## config.mk

```make
export PLATFORM = sky130hd
export DESIGN_NAME = bias_weight_updater
export DESIGN_NICKNAME = d
export VERILOG_FILES = /design/src/rtl/bias_weight_updater.sv
export SDC_FILE = /design/constraint.sdc
export NUM_CORES = 1
export LEC_CHECK = 0
export BUFFER_PORTS_ARGS = -buffer_cell sky130_fd_sc_hd__buf_2
export CORE_MARGIN = 3
export CORE_UTILIZATION = 40
export CTS_CLUSTER_DIAMETER = 100
export CTS_CLUSTER_SIZE = 14
export DETAILED_ROUTE_END_ITERATION = 8
export MAX_ROUTING_LAYER = met4
export PLACE_DENSITY = 0.64
export SLEW_MARGIN = 20
export SYNTH_ARGS = -nofsm -noshare
export SYNTH_HDL_FRONTEND = slang
export SYNTH_SLANG_ARGS = --single-unit
```

## constraint.sdc

```tcl
create_clock -name clk -period 6.35 [get_ports clk]
set_clock_uncertainty 0.1 [all_clocks]
set_input_delay 1.905 -clock clk [delete_from_list [all_inputs] [get_ports clk]]
set_output_delay 1.905 -clock clk [all_outputs]
set_load 0.005 [all_outputs]
```

## src/rtl/bias_weight_updater.sv

```systemverilog
// Write side of the bias weight table: in-order in-flight queue plus saturating trainer.
// Optional BWU_FORWARD_EN: forward each issued write into matching queued and incoming weights.
module bias_weight_updater #(
  parameter int unsigned INDEX_W  = 10,
  parameter int unsigned WEIGHT_W = 2,
  parameter int unsigned DEPTH    = 8,
  parameter int unsigned CNT_W    = 16
) (
  input  logic                     clk,
  input  logic                     rst_n,
  input  logic                     pred_valid,
  output logic                     pred_ready,
  input  logic [INDEX_W-1:0]       pred_index,
  input  logic [WEIGHT_W-1:0]      pred_weight,
  input  logic                     pred_taken,
  input  logic                     resolve_valid,
  input  logic                     resolve_taken,
  input  logic                     flush,
  output logic                     en_1,
  output logic [INDEX_W-1:0]       index_update,
  output logic [WEIGHT_W-1:0]      weight_update,
  output logic [CNT_W-1:0]         mispredict_cnt,
  output logic [$clog2(DEPTH):0]   count,
  output logic                     resolve_err
);

  localparam int unsigned PTR_W = $clog2(DEPTH);
  localparam int unsigned OCC_W = PTR_W + 1;
  localparam logic [OCC_W-1:0]    FULL_OCC = OCC_W'(DEPTH);
  localparam logic [WEIGHT_W-1:0] W_MAX    = {1'b0, {(WEIGHT_W-1){1'b1}}};
  localparam logic [WEIGHT_W-1:0] W_MIN    = {1'b1, {(WEIGHT_W-1){1'b0}}};

  logic [INDEX_W-1:0]  r_idx [DEPTH];
  logic [WEIGHT_W-1:0] r_wt  [DEPTH];
  logic                r_tk  [DEPTH];

  logic [PTR_W-1:0]    r_head, r_tail;
  logic [OCC_W-1:0]    r_count;
  logic                r_en;
  logic [INDEX_W-1:0]  r_index_upd;
  logic [WEIGHT_W-1:0] r_weight_upd;
  logic [CNT_W-1:0]    r_mis;
  logic                r_err;

  logic                w_full, w_empty, w_push, w_pop, w_write;
  logic [INDEX_W-1:0]  w_h_idx;
  logic [WEIGHT_W-1:0] w_h_wt, w_new, w_push_wt;
  logic                w_h_tk;

  assign w_full  = (r_count == FULL_OCC);
  assign w_empty = (r_count == '0);
  assign w_push  = pred_valid && !w_full && !flush;
  assign w_pop   = resolve_valid && !w_empty;
  assign w_h_idx = r_idx[r_head];
  assign w_h_wt  = r_wt[r_head];
  assign w_h_tk  = r_tk[r_head];

  always_comb begin
    w_new = w_h_wt;
    if (resolve_taken) begin
      if (w_h_wt != W_MAX) w_new = w_h_wt + WEIGHT_W'(1);
    end else begin
      if (w_h_wt != W_MIN) w_new = w_h_wt - WEIGHT_W'(1);
    end
  end

  assign w_write = w_pop && (w_new != w_h_wt);

  always_comb begin
    w_push_wt = pred_weight;
`ifdef BWU_FORWARD_EN
    if (w_write && (pred_index == w_h_idx)) w_push_wt = w_new;
`endif
  end

  // Payload storage needs no reset; occupancy alone defines validity.
  always_ff @(posedge clk) begin
`ifdef BWU_FORWARD_EN
    for (int unsigned i = 0; i < DEPTH; i++) begin
      if (w_write && (r_idx[PTR_W'(i)] == w_h_idx)) r_wt[PTR_W'(i)] <= w_new;
    end
`endif
    if (w_push) begin
      r_idx[r_tail] <= pred_index;
      r_wt[r_tail]  <= w_push_wt;
      r_tk[r_tail]  <= pred_taken;
    end
  end

  always_ff @(posedge clk) begin
    if (!rst_n) begin
      r_head       <= '0;
      r_tail       <= '0;
      r_count      <= '0;
      r_en         <= 1'b0;
      r_index_upd  <= '0;
      r_weight_upd <= '0;
      r_mis        <= '0;
      r_err        <= 1'b0;
    end else begin
      if (flush) begin
        r_head  <= '0;
        r_tail  <= '0;
        r_count <= '0;
      end else begin
        if (w_push) r_tail <= r_tail + PTR_W'(1);
        if (w_pop)  r_head <= r_head + PTR_W'(1);
        if (w_push && !w_pop)      r_count <= r_count + OCC_W'(1);
        else if (!w_push && w_pop) r_count <= r_count - OCC_W'(1);
      end
      r_en <= w_write;
      if (w_write) begin
        r_index_upd  <= w_h_idx;
        r_weight_upd <= w_new;
      end
      if (w_pop && (w_h_tk != resolve_taken) && (r_mis != '1)) r_mis <= r_mis + CNT_W'(1);
      if (resolve_valid && w_empty) r_err <= 1'b1;
    end
  end

  assign pred_ready     = !w_full;
  assign en_1           = r_en;
  assign index_update   = r_index_upd;
  assign weight_update  = r_weight_upd;
  assign mispredict_cnt = r_mis;
  assign count          = r_count;
  assign resolve_err    = r_err;

endmodule

```

==> results.toml, run 1 <==
[routing]
vias = 3518
totalWireLength_um = 11670
drc = 0
drt_iter0_markers = 209
firstDrtPassIters = 4
vias_per_cell = 5.396
postRouteAntennaNets = 0
wire_per_inst_um = 17.90

[worst_setup_path]
path_class = "reg2out"
worst_ep_required_time_ns = 4.35
cp-start-kind = "flip-flop"
max_stage_delay_ns = 0.76
end_kind = "primary output"
cp_max_fo = 7
cp_cell_sequence = "or4b_2, buf_2"
critPathArrivalTime_ns = 1.73
crit_slowest_cell = "or4b_2"

[clocking]
cts_buffers = 17
cts_tree = "built"
clk_path_buf_depth = 2
cts_hold_buf = 0
cts.sinks = 147
cts_root_buffer = "clkbuf_16"
cts.repair.resized = 0
clk_latency_ns = 0.41
post-cts-setup-buffer-count = 0
h-tree-depth = 4
cts.clk_slew.worst_paths_ns = 0.06

[timing]
tns_ns = 0
rsz0062_at_grt = "no"
post-route-min-period_ns = 3.736
finalHoldViolCount = 0
relSlewSlack_pct = 57.91
whs_ns = 0.3590
setup_violations = 0
min_period_over_period_pct = 58.83
tightestPinTransition_ns = 0.6305
fmax_mhz = 267.7
slew_violations = 0

[finish]
drive_gt1_share_pct = 28.81
fin_util_pct = 49.30
antennaDiodeCount = 0
area_delta_synth_final_pct = 17.93
final_area_mm2 = 0.007003
final_net_count = 485

[die]
io_pins = 54
rows = 43
die_w_um = 127.8
start_util_pct = 41.81
die_area_mm2 = 0.01634
core_mm2 = 0.01420
dieHeight_um = 127.8

[global_routing]
gr-total-overflow = 0
antenna_found_initial = 0
grt_pass1_vias = 3453
grt_pass1_wl_um = 18440
grt_usage_pct = 15.11
grt_max_degree = 32

[synth]
async_flop_share_pct = 0
synth_edf_count = 104
synth.distinct_cells = 39
synth_warnings = 0
syn_area_per_cell_um2 = 15.11
seq_area_frac_synth_pct = 67.09
synth_area_leaders = "edfxtp_1, dfxtp_1, mux4_2"
synth_top_area_share_pct = 52.59
syn_nets = 419
synth_ff_type = "edfxtp_1"
syn-cell-area_mm2 = 0.005938
synth-seq-cells = 147
syn_inst = 393
synth_area_leader_cell = "edfxtp_1"

[power]
pwr_density_cell_mw_per_mm2 = 304.9
power_mw = 2.135
leakage_nw = 2.440
vdd_drop_max_uv = 183.3

[placement]
gp_congestion = 0.8324
dpl.hpwl_um = 7576
place.port_buffers = 53
post_dp_cell_area_mm2 = 0.006444

[run_status]
outcome = "finished, final reports clean"

[min_path]
worstHoldPathType = "reg2reg"

[run]
drv_cap = 0
worst max-delay path, delay by kind of cell, from the launching register on:
family,cells,cell delay (ns)
DFF,1,0.40
buffers and inverters,1,0.17
and+or+nand+nor,1,0.76
cell families after synthesis:
| group | Yosys count | share of synthesized area [%] |
|---|---|---|
| DFF | 147 | 67.09 |
| and+or+nand+nor | 110 | 8.997 |
| muxes | 54 | 14.81 |
| AOI/OAI and AO/OA | 46 | 4.804 |
| buffers and inverters | 22 | 1.664 |
| xor gates and xnor gates | 7 | 1.032 |
| adders and majority gates | 7 | 1.601 |
routing by layer:
metal	track usage (%)	vias up	wire, um
met5	-	-	0
met1	19.72	1762	5333
met3	2.833	13	474
met4	5.805	0	148
li1	-	1653	-
met2	23.66	90	5716
cells in the final DEF (no fill, tap or decap), drive strengths merged, types with 3 or more instances in the layout:
| cell | Yosys | final |
|---|---|---|
| clkbuf | 9 | 18 |
| nor3 | 6 | 6 |
| a21oi | 21 | 21 |
| o21ai | 9 | 9 |
| dfxtp | 43 | 43 |
| xnor2 | 3 | 3 |
| clkinv | 0 | 7 |
| nor2 | 20 | 20 |
| nor4 | 3 | 3 |
| xor2 | 4 | 4 |
| or3 | 4 | 4 |
| or4 | 10 | 10 |
| buf | 8 | 64 |
| mux4 | 26 | 26 |
| inv | 5 | 10 |
| nand2b | 8 | 8 |
| mux2i | 17 | 17 |
| nand2 | 44 | 44 |
| o31ai | 9 | 9 |
| mux2 | 11 | 11 |
| nand3 | 6 | 6 |
| edfxtp | 104 | 104 |
| ha | 6 | 6 |
| nand4 | 4 | 4 |
cell type report:
cell class,instances,area [um^2]
well taps,180,225.2
inverters,5,21.27
clock buffers,18,429.2
fillers,1207,7201
repair buffers,64,347.8
multi-input cells,224,1866
flip-flops and latches,147,3985
clock inverters,14,128.9
cells in the mapped netlist, types with 3 or more instances:
cell type,number
edfxtp_1,104
nand2_1,44
dfxtp_1,43
mux4_2,26
a21oi_1,21
nor2_1,20
mux2i_1,17
mux2_2,11
or4_1,10
o21ai_0,9
o31ai_1,9
clkbuf_1,8
nand2b_1,8
buf_2,7
ha_1,6
nand3_1,6
nor3_1,6
inv_1,4
nand4_1,4
or3_1,4
xor2_1,4
nor4_1,3
xnor2_1,3
sequential cells by signal, indices dropped and copies added (netlist names), named ones only:
name            flops
count               4
resolve_err         1
r_head              3
r_idx              80
mispredict_cnt     16
r_tk                8
index_update       10
weight_update       2
en_1                1
r_wt               16
r_tail              3
through the flow:
stage	cells	setup WS, ns
floorplan	393	2.626
CTS	652	2.605
finish	652	2.614
global placement	620	2.477
global route	652	2.559
detailed placement	620	2.371
where the power goes:
group	switching [mW]	total, mW	internal [mW]
Combinational	0.0790	0.142	0.0633
Clock	0.392	0.935	0.544
Sequential	0.0140	1.06	1.04
path summary, 6_finish.rpt:
path / start / to / depth (start not counted) / slack [ns]
setup / recovery: count[0]$_SDFFE_PP0P_ / pred_ready / 2 / 2.61
hold / removal: index_update[0]$_SDFFE_PN0P_ / index_update[0]$_SDFFE_PN0P_ / 2 / 0.36
hold reg to reg: index_update[0]$_SDFFE_PN0P_ / index_update[0]$_SDFFE_PN0P_ / 2 / 0.36
setup reg to reg: count[0]$_SDFFE_PP0P_ / count[3]$_SDFFE_PP0P_ / 10 / 3.19
No activity file was read; power rests on OpenSTA's default activity.
==> inputs of run 2 (changes only) <==
Settings changed: ABC_AREA from default to 1, PLACE_DENSITY 0.64 to 0.66.
Clock period 6.35 ns to 3.4 ns, I/O delays scaled along.
==> results.toml, run 2 <==
[synth]
synth_area_leader_cell = "edfxtp_1"
syn_nets = 671
synth.distinct_cells = 27
synth_ff_type = "edfxtp_1"
synth-compound-area-share_pct = 5.306
synthTopCellsByCount = "nand2_1, edfxtp_1, nand3_1"
syn-cell-area_mm2 = 0.006272
synth.most_common_cell = "nand2_1"
synth-xor-area-share_pct = 1.815
synth-simple-area-share_pct = 22.12
async_flop_share_pct = 0
synth_fa_ha_area_share_pct = 1.516
synth_top_area_share_pct = 49.79
synth_area_leaders = "edfxtp_1, dfxtp_1, nand2_1"
synth_warnings = 0
syn_inst = 645
synth_top_family_by_area = "simple AND/OR/NAND/NOR gates"
synth_edf_count = 104
synthMuxAreaShare_pct = 0
synth-seq-cells = 147
syn_area_per_cell_um2 = 9.724
seq_area_frac_synth_pct = 63.51

[global_routing]
use_met2_pct = 28.51
use_met3_pct = 5.168
gr-total-overflow = 0
use_met1_pct = 19.27
grt_pass1_vias = 4425
grt_max_degree = 45
grt_usage_pct = 16.81
busiest_layer = "met2"
antenna_found_initial = 0
grt_pass1_wl_um = 22360

[clocking]
cts.sinks = 147
cts.clk_slew.worst_paths_ns = 0.06
cts_tree = "built"
cts_buffers = 17
post-cts-setup-buffer-count = 0
clk_latency_ns = 0.42
cts_root_buffer = "clkbuf_16"
clk_path_buf_depth = 2
cts.repair.resized = 0
h-tree-depth = 4
cts_hold_buf = 0

[placement]
pre_cts_ws_ns = 0.4636
post_dp_cell_area_mm2 = 0.006769
place.port_buffers = 53
dpl.hpwl_um = 8464
gp_congestion = 0.8531
place_inst = 896

[power]
power_mw = 4.044
pwr_density_cell_mw_per_mm2 = 552.8
leakage_nw = 2.901
vdd_drop_max_uv = 448.1

[worst_setup_path]
r2r-start = "count[0]$_SDFFE_PP0P_"
worstReg2RegEnd = "count[3]$_SDFFE_PP0P_"
cp_max_fo = 5
end_kind = "flip-flop"
worst_ep_required_time_ns = 3.60
ff2ff_path_depth = 15
path_class = "in2reg"
crit_slowest_cell = "ha_1"
cp-start-kind = "input port"
r2r_setup_slack_ns = 0.92
cp_cell_sequence = "buf_2, inv_1, nand3_1, inv_1, ha_1, inv_1, ha_1, nand2_1, nand2_1, a21oi_1, nor2_1, nor2_1, nand2_1, o21ai_0, a21oi_1"
critPathArrivalTime_ns = 2.74
max_stage_delay_ns = 0.28

[die]
die_area_mm2 = 0.01722
dieHeight_um = 131.2
start_util_pct = 41.11
io_pins = 54
die_w_um = 131.2
rows = 45
core_mm2 = 0.01526

[timing]
tightestPinTransition_ns = 0.8874
min_period_over_period_pct = 74.63
fmax_mhz = 394.1
worst_slack_ns = 0.8625
tns_ns = 0
finalHoldViolCount = 0
setup_violations = 0
slew_violations = 0
relSlewSlack_pct = 40.76
post-route-min-period_ns = 2.538
whs_ns = 0.3477
rsz0062_at_grt = "no"

[min_path]
hold-path-endpoint = "resolve_err$_SDFFE_PN0P_"
worstHoldPathType = "reg2reg"
min_from = "resolve_err$_SDFFE_PN0P_"
min_path_cells = 2

[finish]
layout_common_cells = "nand2_1, edfxtp_1, nand3_1, nor2_1, inv_1"
antennaDiodeCount = 0
final_net_count = 730
largest_register_ffs = 80
final_cells = 928
final_area_mm2 = 0.007315
regMostFlops = "r_idx"
area_delta_synth_final_pct = 16.62
drive_gt1_share_pct = 14.09
final_common_cell = "nand2_1"
fin_util_pct = 47.94

[routing]
firstDrtPassIters = 4
drc = 0
totalWireLength_um = 13480
wire_per_inst_um = 14.52
drt_iter0_markers = 235
postRouteAntennaNets = 0
vias_per_cell = 4.861
vias = 4511

[run_status]
outcome = "finished, final reports clean"

[run]
drv_cap = 0
[run 2: cell count changes after synthesis, sizes merged, moves of 10 or more]
| cell | delta |
|---|---|
| nand2 | +157 |
| nand3 | +61 |
| inv | +56 |
| nor2 | +40 |
| mux4 | -26 |
| mux2i | -17 |
| mux2 | -11 |
| a32o | +10 |
| or4 | -10 |
[run 2: worst max-delay path: cells and delay by family]
| family | cells | cell delay, ns |
|---|---|---|
| AO/OA/AOI/OAI | 3 | 0.36 |
| adder cells (fa/ha/maj) | 2 | 0.48 |
| buffers and inverters | 4 | 0.40 |
| AND/OR/NAND/NOR | 6 | 0.48 |
[run 2: final cells by class]
class	instances	area (um^2)
fillers	1428	7944
flip-flops and latches	147	3984
multi-input cells	411	1929
clock buffers	20	436.7
repair buffers	66	362.8
well taps	211	264.0
inverters	61	229.0
clock inverters	12	108.9
[run 2: cells by family (layout without fill, tap and decap cells)]
logic type	count (synthesis)	after routing
AO/OA/AOI/OAI	53	53
XOR/XNOR	13	13
adder cells (fa/ha/maj)	7	7
buffers and inverters	87	159
flip-flops	147	147
AND/OR/NAND/NOR	338	338
[run 2: where the power goes]
| group | switching [mW] | internal [mW] | total (mW) | leakage (nW) |
|---|---|---|---|---|
| Combinational | 0.217 | 0.123 | 0.339 | 1.36 |
| Clock | 0.711 | 1.00 | 1.72 | 0.254 |
| Sequential | 0.0274 | 1.96 | 1.99 | 1.29 |
[run 2: worst max-delay path by stage]
stage                                startpoint  depth (start not counted)               endpoint
after detailed placement                  flush                         15  count[3]$_SDFFE_PP0P_
after global routing      count[0]$_SDFFE_PP0P_                         15  count[3]$_SDFFE_PP0P_
after CTS                                 flush                         15  count[3]$_SDFFE_PP0P_
after global placement                    flush                         15  count[3]$_SDFFE_PP0P_
after floorplan                   resolve_valid                         14  count[3]$_SDFFE_PP0P_
final                                     flush                         15  count[3]$_SDFFE_PP0P_
[run 2: routing by layer]
metal	routed length, um	vias to the layer above
met2	6782	105
met3	713	9
met5	0	-
met4	128	0
met1	5855	2136
li1	-	2261
